<file path="src/rtl/store_lane_writer_if.sv">
`default_nettype none
// ---------------------------------------------------------------------------
// store_lane_writer_if : store request / data-memory handshake bundle  rev 1.0
// ---------------------------------------------------------------------------
interface store_lane_writer_if;
  logic        St_Valid;
  logic        St_Ready;
  logic [31:0] St_Addr;
  logic [31:0] St_Data;
  logic [1:0]  St_Size;
  logic        St_Done;
  logic        St_Err;
  logic        Mem_Req;
  logic [31:0] Mem_Addr;
  logic [31:0] Mem_WData;
  logic [3:0]  Mem_BE;
  logic        Mem_Ack;

  // Environment side: upstream pipeline stage plus data memory
  modport master (
    output St_Valid, St_Addr, St_Data, St_Size, Mem_Ack,
    input  St_Ready, St_Done, St_Err, Mem_Req, Mem_Addr, Mem_WData, Mem_BE
  );

  // Store write stage
  modport slave (
    input  St_Valid, St_Addr, St_Data, St_Size, Mem_Ack,
    output St_Ready, St_Done, St_Err, Mem_Req, Mem_Addr, Mem_WData, Mem_BE
  );
endinterface
`default_nettype wire

</file>
<file path="src/rtl/store_lane_writer.sv">
`default_nettype none
// ---------------------------------------------------------------------------
// store_lane_writer : lane-aligned store with req/ack and timeout;
// MISALIGN_TRAP_EN turns misaligned/reserved stores into errors.    rev 1.0
// ---------------------------------------------------------------------------
module store_lane_writer #(
  parameter int TIMEOUT_CYC = 15,
  parameter int CNT_W       = 8
) (
  input  wire logic          CLK,
  input  wire logic          RST_n,
  store_lane_writer_if.slave bus
);

  typedef enum logic [1:0] {
    S_IDLE = 2'd0,
    S_REQ  = 2'd1,
    S_ERR  = 2'd2
  } state_t;

  state_t           state_q, state_d;
  logic [CNT_W-1:0] cnt_q, cnt_d;
  logic             req_q, req_d;
  logic [31:0]      addr_q, addr_d;
  logic [31:0]      wdata_q, wdata_d;
  logic [3:0]       be_q, be_d;
  logic             done_q, done_d;
  logic             err_q, err_d;

  logic             ready;
  logic             trap;
  logic [31:0]      lane_wdata;
  logic [3:0]       lane_be;

  assign ready = RST_n && (state_q == S_IDLE);

`ifdef MISALIGN_TRAP_EN
  assign trap = (bus.St_Size == 2'b11)
             || ((bus.St_Size == 2'b01) && bus.St_Addr[0])
             || ((bus.St_Size == 2'b10) && (bus.St_Addr[1:0] != 2'b00));
`else
  assign trap = 1'b0;
`endif

  // Without the trap, dropping the low address bits is what forces natural alignment
  always_comb begin
    lane_wdata = bus.St_Data;
    lane_be    = 4'b1111;
    case (bus.St_Size)
      2'b00: begin
        lane_wdata = {24'b0, bus.St_Data[7:0]} << {bus.St_Addr[1:0], 3'b000};
        lane_be    = 4'b0001 << bus.St_Addr[1:0];
      end
      2'b01: begin
        if (bus.St_Addr[1]) begin
          lane_wdata = {bus.St_Data[15:0], 16'b0};
          lane_be    = 4'b1100;
        end else begin
          lane_wdata = {16'b0, bus.St_Data[15:0]};
          lane_be    = 4'b0011;
        end
      end
      default: begin
        lane_wdata = bus.St_Data;
        lane_be    = 4'b1111;
      end
    endcase
  end

  always_comb begin
    state_d = state_q;
    cnt_d   = cnt_q;
    req_d   = req_q;
    addr_d  = addr_q;
    wdata_d = wdata_q;
    be_d    = be_q;
    done_d  = 1'b0;
    err_d   = 1'b0;
    case (state_q)
      S_IDLE: begin
        if (bus.St_Valid && ready) begin
          if (trap) begin
            state_d = S_ERR;
            err_d   = 1'b1;
          end else begin
            state_d = S_REQ;
            req_d   = 1'b1;
            cnt_d   = '0;
            addr_d  = {bus.St_Addr[31:2], 2'b00};
            wdata_d = lane_wdata;
            be_d    = lane_be;
          end
        end
      end
      S_REQ: begin
        // Ack takes priority over a timeout landing on the same edge
        if (bus.Mem_Ack) begin
          state_d = S_IDLE;
          req_d   = 1'b0;
          done_d  = 1'b1;
        end else if (cnt_q == CNT_W'(TIMEOUT_CYC - 1)) begin
          state_d = S_ERR;
          req_d   = 1'b0;
          err_d   = 1'b1;
        end else begin
          cnt_d = cnt_q + 1'b1;
        end
      end
      S_ERR: begin
        state_d = S_IDLE;
      end
      default: begin
        state_d = S_IDLE;
        req_d   = 1'b0;
      end
    endcase
  end

  always_ff @(posedge CLK) begin
    if (!RST_n) begin
      state_q <= S_IDLE;
      cnt_q   <= '0;
      req_q   <= 1'b0;
      addr_q  <= '0;
      wdata_q <= '0;
      be_q    <= '0;
      done_q  <= 1'b0;
      err_q   <= 1'b0;
    end else begin
      state_q <= state_d;
      cnt_q   <= cnt_d;
      req_q   <= req_d;
      addr_q  <= addr_d;
      wdata_q <= wdata_d;
      be_q    <= be_d;
      done_q  <= done_d;
      err_q   <= err_d;
    end
  end

  assign bus.St_Ready  = ready;
  assign bus.St_Done   = done_q;
  assign bus.St_Err    = err_q;
  assign bus.Mem_Req   = req_q;
  assign bus.Mem_Addr  = addr_q;
  assign bus.Mem_WData = wdata_q;
  assign bus.Mem_BE    = be_q;

endmodule
`default_nettype wire

</file>
<file path="src/flat_wrapper.sv">
// flat-port wrapper written by rule: the top's interface ports become plain ports
module store_lane_writer_flat 
#(
  parameter int TIMEOUT_CYC = 15,
  parameter int CNT_W       = 8
)
  (CLK, RST_n, bus_St_Valid, bus_St_Addr, bus_St_Data, bus_St_Size, bus_Mem_Ack, bus_St_Ready, bus_St_Done, bus_St_Err, bus_Mem_Req, bus_Mem_Addr, bus_Mem_WData, bus_Mem_BE);
  store_lane_writer_if bus_i ();
  input  wire logic CLK;
  input  wire logic RST_n;
  input wire logic [$bits(bus_i.St_Valid)-1:0] bus_St_Valid;
  input wire logic [$bits(bus_i.St_Addr)-1:0] bus_St_Addr;
  input wire logic [$bits(bus_i.St_Data)-1:0] bus_St_Data;
  input wire logic [$bits(bus_i.St_Size)-1:0] bus_St_Size;
  input wire logic [$bits(bus_i.Mem_Ack)-1:0] bus_Mem_Ack;
  output wire logic [$bits(bus_i.St_Ready)-1:0] bus_St_Ready;
  output wire logic [$bits(bus_i.St_Done)-1:0] bus_St_Done;
  output wire logic [$bits(bus_i.St_Err)-1:0] bus_St_Err;
  output wire logic [$bits(bus_i.Mem_Req)-1:0] bus_Mem_Req;
  output wire logic [$bits(bus_i.Mem_Addr)-1:0] bus_Mem_Addr;
  output wire logic [$bits(bus_i.Mem_WData)-1:0] bus_Mem_WData;
  output wire logic [$bits(bus_i.Mem_BE)-1:0] bus_Mem_BE;
  assign bus_i.St_Valid = bus_St_Valid;
  assign bus_i.St_Addr = bus_St_Addr;
  assign bus_i.St_Data = bus_St_Data;
  assign bus_i.St_Size = bus_St_Size;
  assign bus_i.Mem_Ack = bus_Mem_Ack;
  assign bus_St_Ready = bus_i.St_Ready;
  assign bus_St_Done = bus_i.St_Done;
  assign bus_St_Err = bus_i.St_Err;
  assign bus_Mem_Req = bus_i.Mem_Req;
  assign bus_Mem_Addr = bus_i.Mem_Addr;
  assign bus_Mem_WData = bus_i.Mem_WData;
  assign bus_Mem_BE = bus_i.Mem_BE;
  store_lane_writer #(.TIMEOUT_CYC(TIMEOUT_CYC), .CNT_W(CNT_W)) u_core (.CLK(CLK), .RST_n(RST_n), .bus(bus_i));
endmodule
</file>
<file path="config.mk">
export PLATFORM = sky130hd
export DESIGN_NAME = store_lane_writer_flat
export DESIGN_NICKNAME = d
export VERILOG_FILES = /design/src/rtl/store_lane_writer_if.sv /design/src/rtl/store_lane_writer.sv /design/src/flat_wrapper.sv
export SDC_FILE = /design/constraint.sdc
export NUM_CORES = 1
export LEC_CHECK = 0
export CAP_MARGIN = 20
export CORE_ASPECT_RATIO = 2
export CORE_MARGIN = 8
export CORE_UTILIZATION = 42
export DETAILED_ROUTE_END_ITERATION = 10
export GPL_TIMING_DRIVEN = 0
export PLACE_DENSITY = 0.8
export SLEW_MARGIN = 20
export SYNTH_ARGS = -nofsm -noshare
export SYNTH_HDL_FRONTEND = slang
export SYNTH_SLANG_ARGS = --single-unit
</file>
<file path="constraint.sdc">
create_clock -name CLK -period 1.9 [get_ports CLK]
set_clock_uncertainty 0.1 [all_clocks]
set_input_delay 0.285 -clock CLK [delete_from_list [all_inputs] [get_ports CLK]]
set_output_delay 0.285 -clock CLK [all_outputs]
set_load 0.005 [all_outputs]
</file>
* Word-level counts from Yosys, hierarchy flattened *
Cells that the tools add are included.

word-level totals
  bits in registers = 79
  output and inout port bits = 72
  logic and storage cells = 51
  input port bits = 70

cells by class
  bitwise logic cells = 3
  shifts and indexed selects = 2
  reductions and logical operators = 11
  equality and inequality tests = 8
  add/subtract/negate cells = 1
  multiplexer cells = 18

operators by type and width
  operator             count
  $pmux 32 s2          1
  $mux 32              1
  $shl 8x5->32         1
  $mux 8               3
  $pmux 8 s2           1
  $add 8x1->8 const B  1
  $eq 8x4->1 const B   1
  $pmux 4 s2           1
  $mux 2               3
  $ne 2x2->1 const B   3
  $reduce_and 2->1     3
  $mux 1               5
  $eq 2x1->1 const B   2
  $logic_not 2->1      2
  $mux 4               1
  $pmux 2 s2           1
  $reduce_and 4->1     1
  $shl 1x2->4 const A  1
  $ne 3x2->1 const B   1
  $not 1->1            3
  $pmux 1 s3           1
  $reduce_and 3->1     1
  $reduce_or 3->1      1
  $eq 2x2->1 const B   1
  other kinds (2)      3

* Longest topological paths before layout *
Gate-level depths: netlist of run 1.

  word-level depth = 5
  gate-level depth with buffers = 7
  gate-level depth less buffers = 6

* Least setup slack after synthesis of run 1 *
No wires, ideal clock.

  path kind = flip-flop to flip-flop
  start = reg u_core.cnt_q[0]
  end = reg u_core.cnt_q[4]
  path buffers = 0
  cell stages (with the launch flop) = 7
  setup time = 79 ps
  path slack = 206 ps
  data arrival time = 1515 ps
  period minus slack after synthesis = 1694 ps
  data required time = 1721 ps
  cell sequence = dfxtp_1 -> inv_1 -> ha_1 -> nand4b_1 -> o211ai_2 -> or4_1 -> o211ai_1

between the ends
  longest elaborated chain between the ends = 4
  elaborated cells between the ends (all ways) = 7
  classes of those cells = add/sub (1); eq/ne (2); mux (3); reduce/logical (1)

RTL lines
  element                 RTL line                  RTL
  start, declared         store_lane_writer.sv:22   logic [CNT_W-1:0] cnt_q, cnt_d;
  start signal, assigned  store_lane_writer.sv:131  cnt_q <= cnt_d;
  $add 8x1->8             store_lane_writer.sv:106  cnt_d = cnt_q + 1'b1;
  $mux 8                  store_lane_writer.sv:101  end else if (cnt_q == CNT_W'(TIMEOUT_CYC - 1)) begin
  $mux 8                  store_lane_writer.sv:97   if (bus.Mem_Ack) begin
  $pmux 8 s2              store_lane_writer.sv:79   case (state_q)

Parallel ways exist; a longest one is shown, timed or not. The select of a mux whose other input is x is not followed.
A chain may end at the register's enable or synchronous reset.

* Worst setup path in the final report of run 1 *
  start = reg u_core.state_q[1]
  end = out bus_St_Ready

between the ends
  longest elaborated chain between the ends = 2

RTL lines
  element                 RTL line                  RTL
  start, declared         store_lane_writer.sv:21   state_t state_q, state_d;
  start signal, assigned  store_lane_writer.sv:130  state_q <= state_d;
  $logic_not 2->1         store_lane_writer.sv:35   assign ready = RST_n && (state_q == S_IDLE);
  $logic_and 1x1->1       store_lane_writer.sv:35
  end, declared           flat_wrapper.sv:16        output wire logic [$bits(bus_i.St_Ready)-1:0] bus_St_Ready;

No other way between the ends.

==> results of run 1 <==
-- cell type report --
class / count / share of cell area [%]
plain buffers: 35 / 3.28
clock buffers: 13 / 5.09
inverters: 3 / 0.220
well taps: 96 / 2.35
multi-input cells: 285 / 30.6
repair buffers: 139 / 27.1
flip-flops and latches: 79 / 31.0
clock inverters: 3 / 0.342
-- state kept, by name (all words and copies together), names as in the netlist --
register	cells
u_core.bus.Mem_WData	32
u_core.bus.Mem_Addr	30
u_core.cnt_q	8
u_core.bus.Mem_BE	4
u_core.state_q	2
u_core.bus.Mem_Req	1
u_core.bus.St_Done	1
u_core.bus.St_Err	1
-- what timing repair did --
item / in CTS / in global routing
hold buffers: 0 / 0
gates cloned: 0 / 0
resized for setup: 4 / 7
buffers inserted: 1 / 0
endpoints found under the setup margin: 7 / 41
-- metal layers --
metal,share of wire [%],track usage [%],vias up
li1,-,-,1717
met2,46,30.3,150
met3,12,9.76,18
met4,2.0,6.98,0
met5,0,0,-
met1,40,21.9,1602
-- worst max-delay path by stage --
stage | slack (ns) | from | endpoint | depth (start not counted)
floorplan | 0.21 | u_core.cnt_q[0] | u_core.cnt_q[4] | 6
global placement | -0.37 | RST_n | bus_St_Ready | 4
detailed placement | -0.37 | RST_n | u_core.bus.Mem_BE[2] | 8
CTS | 0.02 | u_core.cnt_q[0] | u_core.cnt_q[4] | 6
global route | 0.002 | u_core.state_q[1] | bus_St_Ready | 2
finish | 0.06 | u_core.state_q[1] | bus_St_Ready | 2
-- critical path, cell delays in order, from the launching register on --
cell and delay (ns):
dfxtp_1 0.37, nor3b_4 0.23, clkdlybuf4s50_1 0.53
-- synth_stat cells (all sizes together) (2+ instances only) --
cell type	n
dfxtp	79
nand2	77
nand3	77
o21ai	27
buf	22
a22oi	16
clkbuf	13
nor2	11
a21boi	9
a21oi	8
a221oi	8
a22o	8
nor3	7
and2	4
a31oi	3
nand2b	3
nor2b	3
or3	3
ha	2
inv	2
nand4bb	2
nor3b	2
o211ai	2
-- power by group through the flow --
stage | Clock [mW] | Combinational (mW) | Sequential, mW
floorplan | 0 | 0.239 | 1.85
global placement | 0 | 0.674 | 1.85
detailed placement | 0 | 0.678 | 1.85
CTS | 1.63 | 0.688 | 1.81
global route | 1.71 | 0.745 | 1.83
finish | 1.61 | 0.685 | 1.81
-- stage by stage --
| stage | hold WS [ns] | power [mW] | cells | setup slack, ns | area [sq um] |
|---|---|---|---|---|---|
| 3_5_place_dp | 0.344 | 2.53 | 636 | -0.365 | 4810 |
| 6_report | 0.351 | 4.11 | 653 | 0.0561 | 5110 |
| 4_1_cts | 0.353 | 4.14 | 653 | 0.0179 | 5110 |
| 2_1_floorplan | 0.284 | 2.09 | 402 | 0.206 | 3310 |
| 3_3_place_gp | 0.339 | 2.52 | 636 | -0.369 | 4810 |
| 5_1_grt | 0.367 | 4.28 | 653 | 0.00172 | 5110 |
-- logic make-up (layout without fill, tap and decap cells) --
kind of cell,count (synthesis),after routing,share of synthesized area (%)
AND/OR/NAND/NOR,194,194,28.2
AO/OA/AOI/OAI,87,87,18.0
flip-flops,79,79,47.8
buffers and inverters,38,193,5.07
adder cells (fa/ha/maj),2,2,0.757
other,1,2,0.113
==> results.cfg, run 1 <==
[cells_and_area]
layout_common_cells = clkdlybuf4s50_1 (137), nand2_1 (77), dfxtp_1 (77)
antenna_cells = 0
area_growth_pct = 54.7
multi_input_area_sq_um = 1570
fillers = 664
fin_nets = 624
final_core_util_pct = 65.8
final_common_cell = clkdlybuf4s50_1
seq_area_sq_um = 1580
drive_above_1_share_pct = 7.54

[global_route]
grt_max_degree = 13
grt_pass1_wl_um = 17100
grt_pass1_vias = 3447
grt_usage_pct = 19.4
antenna_found_initial = 0
grt-ovfl-total = 0

[drt]
drt_iter0_drc = 210
vias_per_cell = 5.34
via_count = 3487
final_antenna_net_count = 0
avgRoutedWirePerCell_um = 16.7
drt-total-wl_um = 10900
firstDrtPassIters = 4
drc = 0

[timing]
worstMarginPinSlew_ns = 0.515
hold_violations = 0
setup_violations = 0
min_period_over_period_pct = 97.0
slew_violations = 0
max_freq_ghz = 0.542
tns_ns = 0
rsz0062_at_grt = no
slew_headroom_pct = 65.5
period_minus_slack_ns = 1.84

[floorplanning]
start_util_pct = 42.5
io_pins = 142
die_x_um = 78.7
die_area_sq_um = 11100
die_y_um = 141
core-area_sq_um = 7770
num_rows = 46

[cts]
clk_pin_slew_ns = 0.06
h-tree-depth = 3
cts_buffers = 9
tritoncts = built
root_buffer = clkbuf_16
cts.path.max_buffers = 2
clock_latency_ns = 0.33
cts.sinks = 79

[worst_setup_path]
startpoint_type = register
r2r_start = u_core.cnt_q[0]
arrival_ns = 1.46
r2r_cells = 6
worstPathMaxFanout = 6
r2r_setup_slack_ns = 0.09
cp.required_ns = 1.51
reg2reg_to = u_core.cnt_q[4]
end_kind = output pin
critical_path_class = register to output pin

[synthesis]
synthArstFlopShare_pct = 0
synth_top_area_share_pct = 47.8
synth_area_sq_um = 3310
ys_seq_area_share_pct = 47.8
synthTopCellsByArea = dfxtp_1 (48%), nand3_1 (12%), nand2_1 (8.7%)
yosysTopAreaCell = dfxtp_1
syn_avg_cell_area_sq_um = 8.24
synth_cell_types = 44
ys_warn_count = 0
ys_seq_elements = 79
synth_ff_type = dfxtp_1
synth-edff-count = 0
syn_inst = 401

[place]
dp_hpwl_um = 8270
portBuffers = 138
gp_congestion = 0.933

[flow_run]
max-cap-violations = 0

[worst_hold_path]
worstHoldStart = u_core.bus.Mem_Addr[25]
holdPathStages = 2
hold_end = u_core.bus.Mem_Addr[25]
worstHoldPathType = register to register

[power_and_ir_drop]
p_int_mw = 3.10
switchingPower_mw = 1.00
pwr-share-clk_pct = 39.1
powerDensity_nw_per_um2 = 803
p_leak_nw = 1.99
combinationalPowerShare_pct = 16.7
peakVddDrop_uv = 702
p_seq_share_pct = 44.2
p_sw_share_pct = 24.4

[run_status]
run_status = finished clean
No activity file was read; power rests on OpenSTA's default activity.
==> inputs of run 2 (changes only) <==
- CORE_UTILIZATION: 42 -> 46
- PLACE_DENSITY: 0.8 -> 0.86
- SKIP_CTS_REPAIR_TIMING: unset -> 1
- clock period: 1.9 -> 2.2 ns (I/O delays scaled with it)
==> run 2 against run 1 <==
  * Via count is 2.0% higher
  * Clock-buffer cell count unchanged
  * Sequential share of layout area decreased by 0.087 points
  * Cell count down 0.77%
  * Core utilization up 6.3 points
  * Register-to-register slack better by 0.25 ns
  * Final area is 0.12% higher
  * Highest routed layer unchanged
  * Critical path type is now register to register
  * Sequential cell count is the same
  * Die area is 7.3% lower
  * Largest power group unchanged
  * Critical path depth rose by 4
  * Clock power is 6% lower
==> results.cfg, run 2 (synthesis gave the netlist of run 1 again) <==
[run_status]
run_status = finished clean

[place]
dp_hpwl_um = 8130
dp.cells = 632
detailedPlace.worstSlack_ns = -0.0951
placed_cell_area_sq_um = 4810
gp_congestion = 0.866
portBuffers = 138

[global_route]
grt_pass1_wl_um = 17300
grt_max_degree = 13
grt-ovfl-total = 0
grt_pass1_vias = 3482
grt_usage_pct = 20.7
antenna_found_initial = 0

[floorplanning]
die_x_um = 75.9
die_area_sq_um = 10300
start_util_pct = 46.5
core-area_sq_um = 7100
io_pins = 142
die_y_um = 136
num_rows = 44

[timing]
period_minus_slack_ns = 1.86
worstMarginPinSlew_ns = 0.520
min_period_over_period_pct = 84.3
rsz0062_at_grt = no
hold_ws_ns = 0.351
setup_violations = 0
slew_headroom_pct = 65.3
max_freq_ghz = 0.539
tns_ns = 0
slew_violations = 0
hold_violations = 0
setup_slack_ns = 0.345

[cells_and_area]
stdcell_area_sq_um = 5120
fin_nets = 623
antenna_cells = 0
multi_input_area_sq_um = 1560
final_cells = 648
layout_common_cells = clkdlybuf4s50_1 (137), dfxtp_1 (79), nand2_1 (77)
final_core_util_pct = 72.1
seq_area_sq_um = 1580
largest_reg_flops = 32
drive_above_1_share_pct = 6.47
final_common_cell = clkdlybuf4s50_1
fillers = 548
area_growth_pct = 54.9

[drt]
firstDrtPassIters = 5
drt-total-wl_um = 10800
final_antenna_net_count = 0
drc = 0
via_count = 3556
drt_iter0_drc = 260
avgRoutedWirePerCell_um = 16.6
vias_per_cell = 5.49

[worst_setup_path]
cp.required_ns = 2.36
critical_path_class = register to register
startpoint_type = register
end_kind = register
crit_slowest_cell = or4_1
cp_top_family = simple AND/OR/NAND/NOR gates
worstPathMaxFanout = 6
crit_chain = inv_1, ha_1, nand4b_1, o211ai_2, or4_1, o211ai_1
arrival_ns = 2.01
crit_buf_inv = 1
r2r_setup_slack_ns = 0.34
cpPeakStageDelay_ns = 0.53

[power_and_ir_drop]
powerDensity_nw_per_um2 = 717
p_leak_nw = 2.01
p_total_mw = 3.67
peakVddDrop_uv = 663

[worst_hold_path]
worstHoldPathType = register to register

[cts]
clk_pin_slew_ns = 0.06
clock_latency_ns = 0.33
cts.path.max_buffers = 2
h-tree-depth = 3
cts_buffers = 9
root_buffer = clkbuf_16
cts.sinks = 79
tritoncts = built

[flow_run]
max-cap-violations = 0
-- run 2: cell types whose count changed in the layout (fill, tap and decap cells not counted), sizes merged --
cell          delta
clkbuf           -3
buf              +2
bufinv           +1
clkinvlp         -1
dlygate4sd2      -1
dlymetal6s2s     +1
-- run 2: final cells by class --
class / count / share of cell area [%]
multi-input combinational: 285 / 30.5
clock buffer: 13 / 5.28
clock inverter: 3 / 0.782
sequential: 79 / 30.9
timing repair buffer: 138 / 27.0
tap: 92 / 2.25
inverter: 3 / 0.220
buffer: 35 / 3.10
-- run 2: worst paths after layout --
path                      startpoint                 endpoint  cells after the start
min reg2reg  u_core.bus.Mem_WData[5]  u_core.bus.Mem_WData[5]                      2
min          u_core.bus.Mem_WData[5]  u_core.bus.Mem_WData[5]                      2
max reg2reg          u_core.cnt_q[0]          u_core.cnt_q[4]                      6
max                  u_core.cnt_q[0]          u_core.cnt_q[4]                      6
-- run 2: layer usage --
layer | track usage, % | routed length (um) | part of all wire, % | up-vias
li1 | - | - | - | 1717
met1 | 23.0 | 4160 | 39 | 1645
met2 | 32.2 | 4920 | 46 | 172
met3 | 10.7 | 1410 | 13 | 22
met4 | 9.12 | 287 | 2.7 | 0
met5 | 0 | 0 | 0 | -
-- run 2: tightest hold or removal path: stages, from the launching register on --
cell and delay, ns:
dfxtp_1 0.31, nand2_1 0.05, a21boi_1 0.05
-- run 2: where the power goes --
group          leakage (nW)  internal, mW  switching (mW)
logic                  1.20         0.336           0.250
clock network         0.156         0.967           0.553
registers             0.648          1.52          0.0477
==> inputs of run 3 (changes only) <==
- CORE_UTILIZATION: 46 -> 38
- PLACE_DENSITY: 0.86 -> 0.76
- clock period: 2.2 -> 1.5 ns (I/O delays scaled with it)
==> run 3 against run 2 <==
  * The run now ends with negative setup slack left
  * Critical endpoint is now u_core.cnt_q[3]
  * Worst hold slack lost 0.031 ns
  * Clock-buffer cell count down 1
  * Via count rose by 1.7%
  * Cell count grew 2.9%
==> results.cfg, run 3 (synthesis gave the netlist of run 1 again) <==
[timing]
slew_violations = 0
slew_headroom_pct = 65.8
period_minus_slack_ns = 1.71
setup_slack_ns = -0.211
hold_violations = 0
setup_violations = 9
max_freq_ghz = 0.584
hold_ws_ns = 0.320
worstMarginPinSlew_ns = 0.514
min_period_over_period_pct = 114
rsz0062_at_grt = yes

[worst_setup_path]
startpoint_type = register
cpPeakStageDelay_ns = 0.36
worstPathMaxFanout = 7
cp.required_ns = 1.66
crit_chain = inv_4, ha_4, nand4b_1, o211ai_4, nand3_4, a31oi_4
critical_path_class = register to register
end_kind = register
arrival_ns = 1.88
r2r_setup_slack_ns = -0.21
crit_slowest_cell = dfxtp_4

[cells_and_area]
final_cells = 667
antenna_cells = 0
drive_above_1_share_pct = 13.9
fillers = 699
layout_common_cells = nand2_1 (76), nand3_1 (75), dlymetal6s2s_1 (72)
area_growth_pct = 69.2
largest_reg_flops = 32
fin_nets = 634
stdcell_area_sq_um = 5590
final_common_cell = nand2_1

[floorplanning]
io_pins = 142
start_util_pct = 38.8
num_rows = 48
die_y_um = 148
core-area_sq_um = 8530
die_area_sq_um = 12100
die_x_um = 82.0

[global_route]
grt_pass1_vias = 3553
grt-ovfl-total = 0
grt_pass1_wl_um = 18200
grt_max_degree = 14
grt_usage_pct = 19.6
antenna_found_initial = 0

[drt]
met1_length_um = 4140
avgRoutedWirePerCell_um = 18.7
route.met3.wl_um = 929
firstDrtPassIters = 5
final_antenna_net_count = 0
dr_wl_met2_um = 6830
drt-total-wl_um = 12500
via_count = 3616
dr.max_layer_used = met4
drc = 0
drt_iter0_drc = 189
vias_per_cell = 5.42

[power_and_ir_drop]
p_leak_nw = 3.27
peakVddDrop_uv = 544
p_total_mw = 5.30
powerDensity_nw_per_um2 = 947

[place]
portBuffers = 138
placed_cell_area_sq_um = 4820
dp.cells = 640
dp_hpwl_um = 9390
gp_congestion = 0.960

[cts]
clock_latency_ns = 0.33
cts.path.max_buffers = 2
h-tree-depth = 3
tritoncts = built
cts.sinks = 79
root_buffer = clkbuf_16
cts_buffers = 9
clk_pin_slew_ns = 0.06

[flow_run]
max-cap-violations = 0

[run_status]
violations = negative setup slack
run_status = complete, but fails checks

[worst_hold_path]
worstHoldPathType = primary input to register
-- run 3: changes by cell type in the layout (fill, tap and decap cells not counted), sizes merged --
cell | previous run | this run
bufinv | 1 | 0
buf | 22 | 32
inv | 2 | 3
clkinvlp | 0 | 1
dlymetal6s2s | 1 | 72
clkdlybuf4s50 | 137 | 66
-- run 3: cell type report --
| class | instances | area [sq um] | area share, % |
|---|---|---|---|
| multi-input cells | 285 | 1690 | 30.2 |
| repair buffers | 151 | 1680 | 30.0 |
| flip-flops and latches | 79 | 1600 | 28.6 |
| clock buffers | 12 | 256 | 4.59 |
| plain buffers | 33 | 204 | 3.65 |
| well taps | 100 | 125 | 2.24 |
| clock inverters | 4 | 27.5 | 0.492 |
| inverters | 3 | 17.5 | 0.313 |
-- run 3: power by group --
part | total, mW | internal [mW] | switching (mW) | leakage [nW]
sequential | 2.30 | 2.23 | 0.0748 | 0.652
clock | 2.08 | 1.21 | 0.863 | 0.143
combinational | 0.919 | 0.512 | 0.407 | 2.47
total | 5.30 | 3.95 | 1.35 | 3.27
-- run 3: critical path, delay by kind of cell, from the launching register on --
kind	cells	cell delay [ns]
AND/OR/NAND/NOR	2	0.43
AO/OA/AOI/OAI	2	0.57
adder cells (fa/ha/maj)	1	0.11
buffers and inverters	1	0.06
flip-flops	1	0.36
-- run 3: worst paths after layout --
path | endpoint | cells past startpoint | startpoint
hold reg to reg | u_core.bus.Mem_Addr[6] | 2 | u_core.bus.Mem_Addr[6]
hold / removal | u_core.bus.Mem_Addr[25] | 3 | bus_St_Addr[25]
setup reg to reg | u_core.cnt_q[3] | 6 | u_core.cnt_q[0]
setup / recovery | u_core.cnt_q[3] | 6 | u_core.cnt_q[0]
-- run 3: metrics by stage --
stage	util (%)	TNS [ns]	worst slack, ns
6_report	65.6	-1.54	-0.211
5_1_grt	65.6	-2.41	-0.304
4_1_cts	59.8	-19.31	-0.574
3_5_place_dp	56.5	-39.35	-0.684
3_3_place_gp	56.5	-38.50	-0.665
2_1_floorplan	-	-0.0781	-0.0781
-- run 3: routing by layer --
layer | GRT usage, % | vias to the layer above
li1 | - | 1742
met1 | 19.1 | 1665
met2 | 34.9 | 170
met3 | 4.93 | 39
met4 | 11.4 | 0
met5 | 0 | -
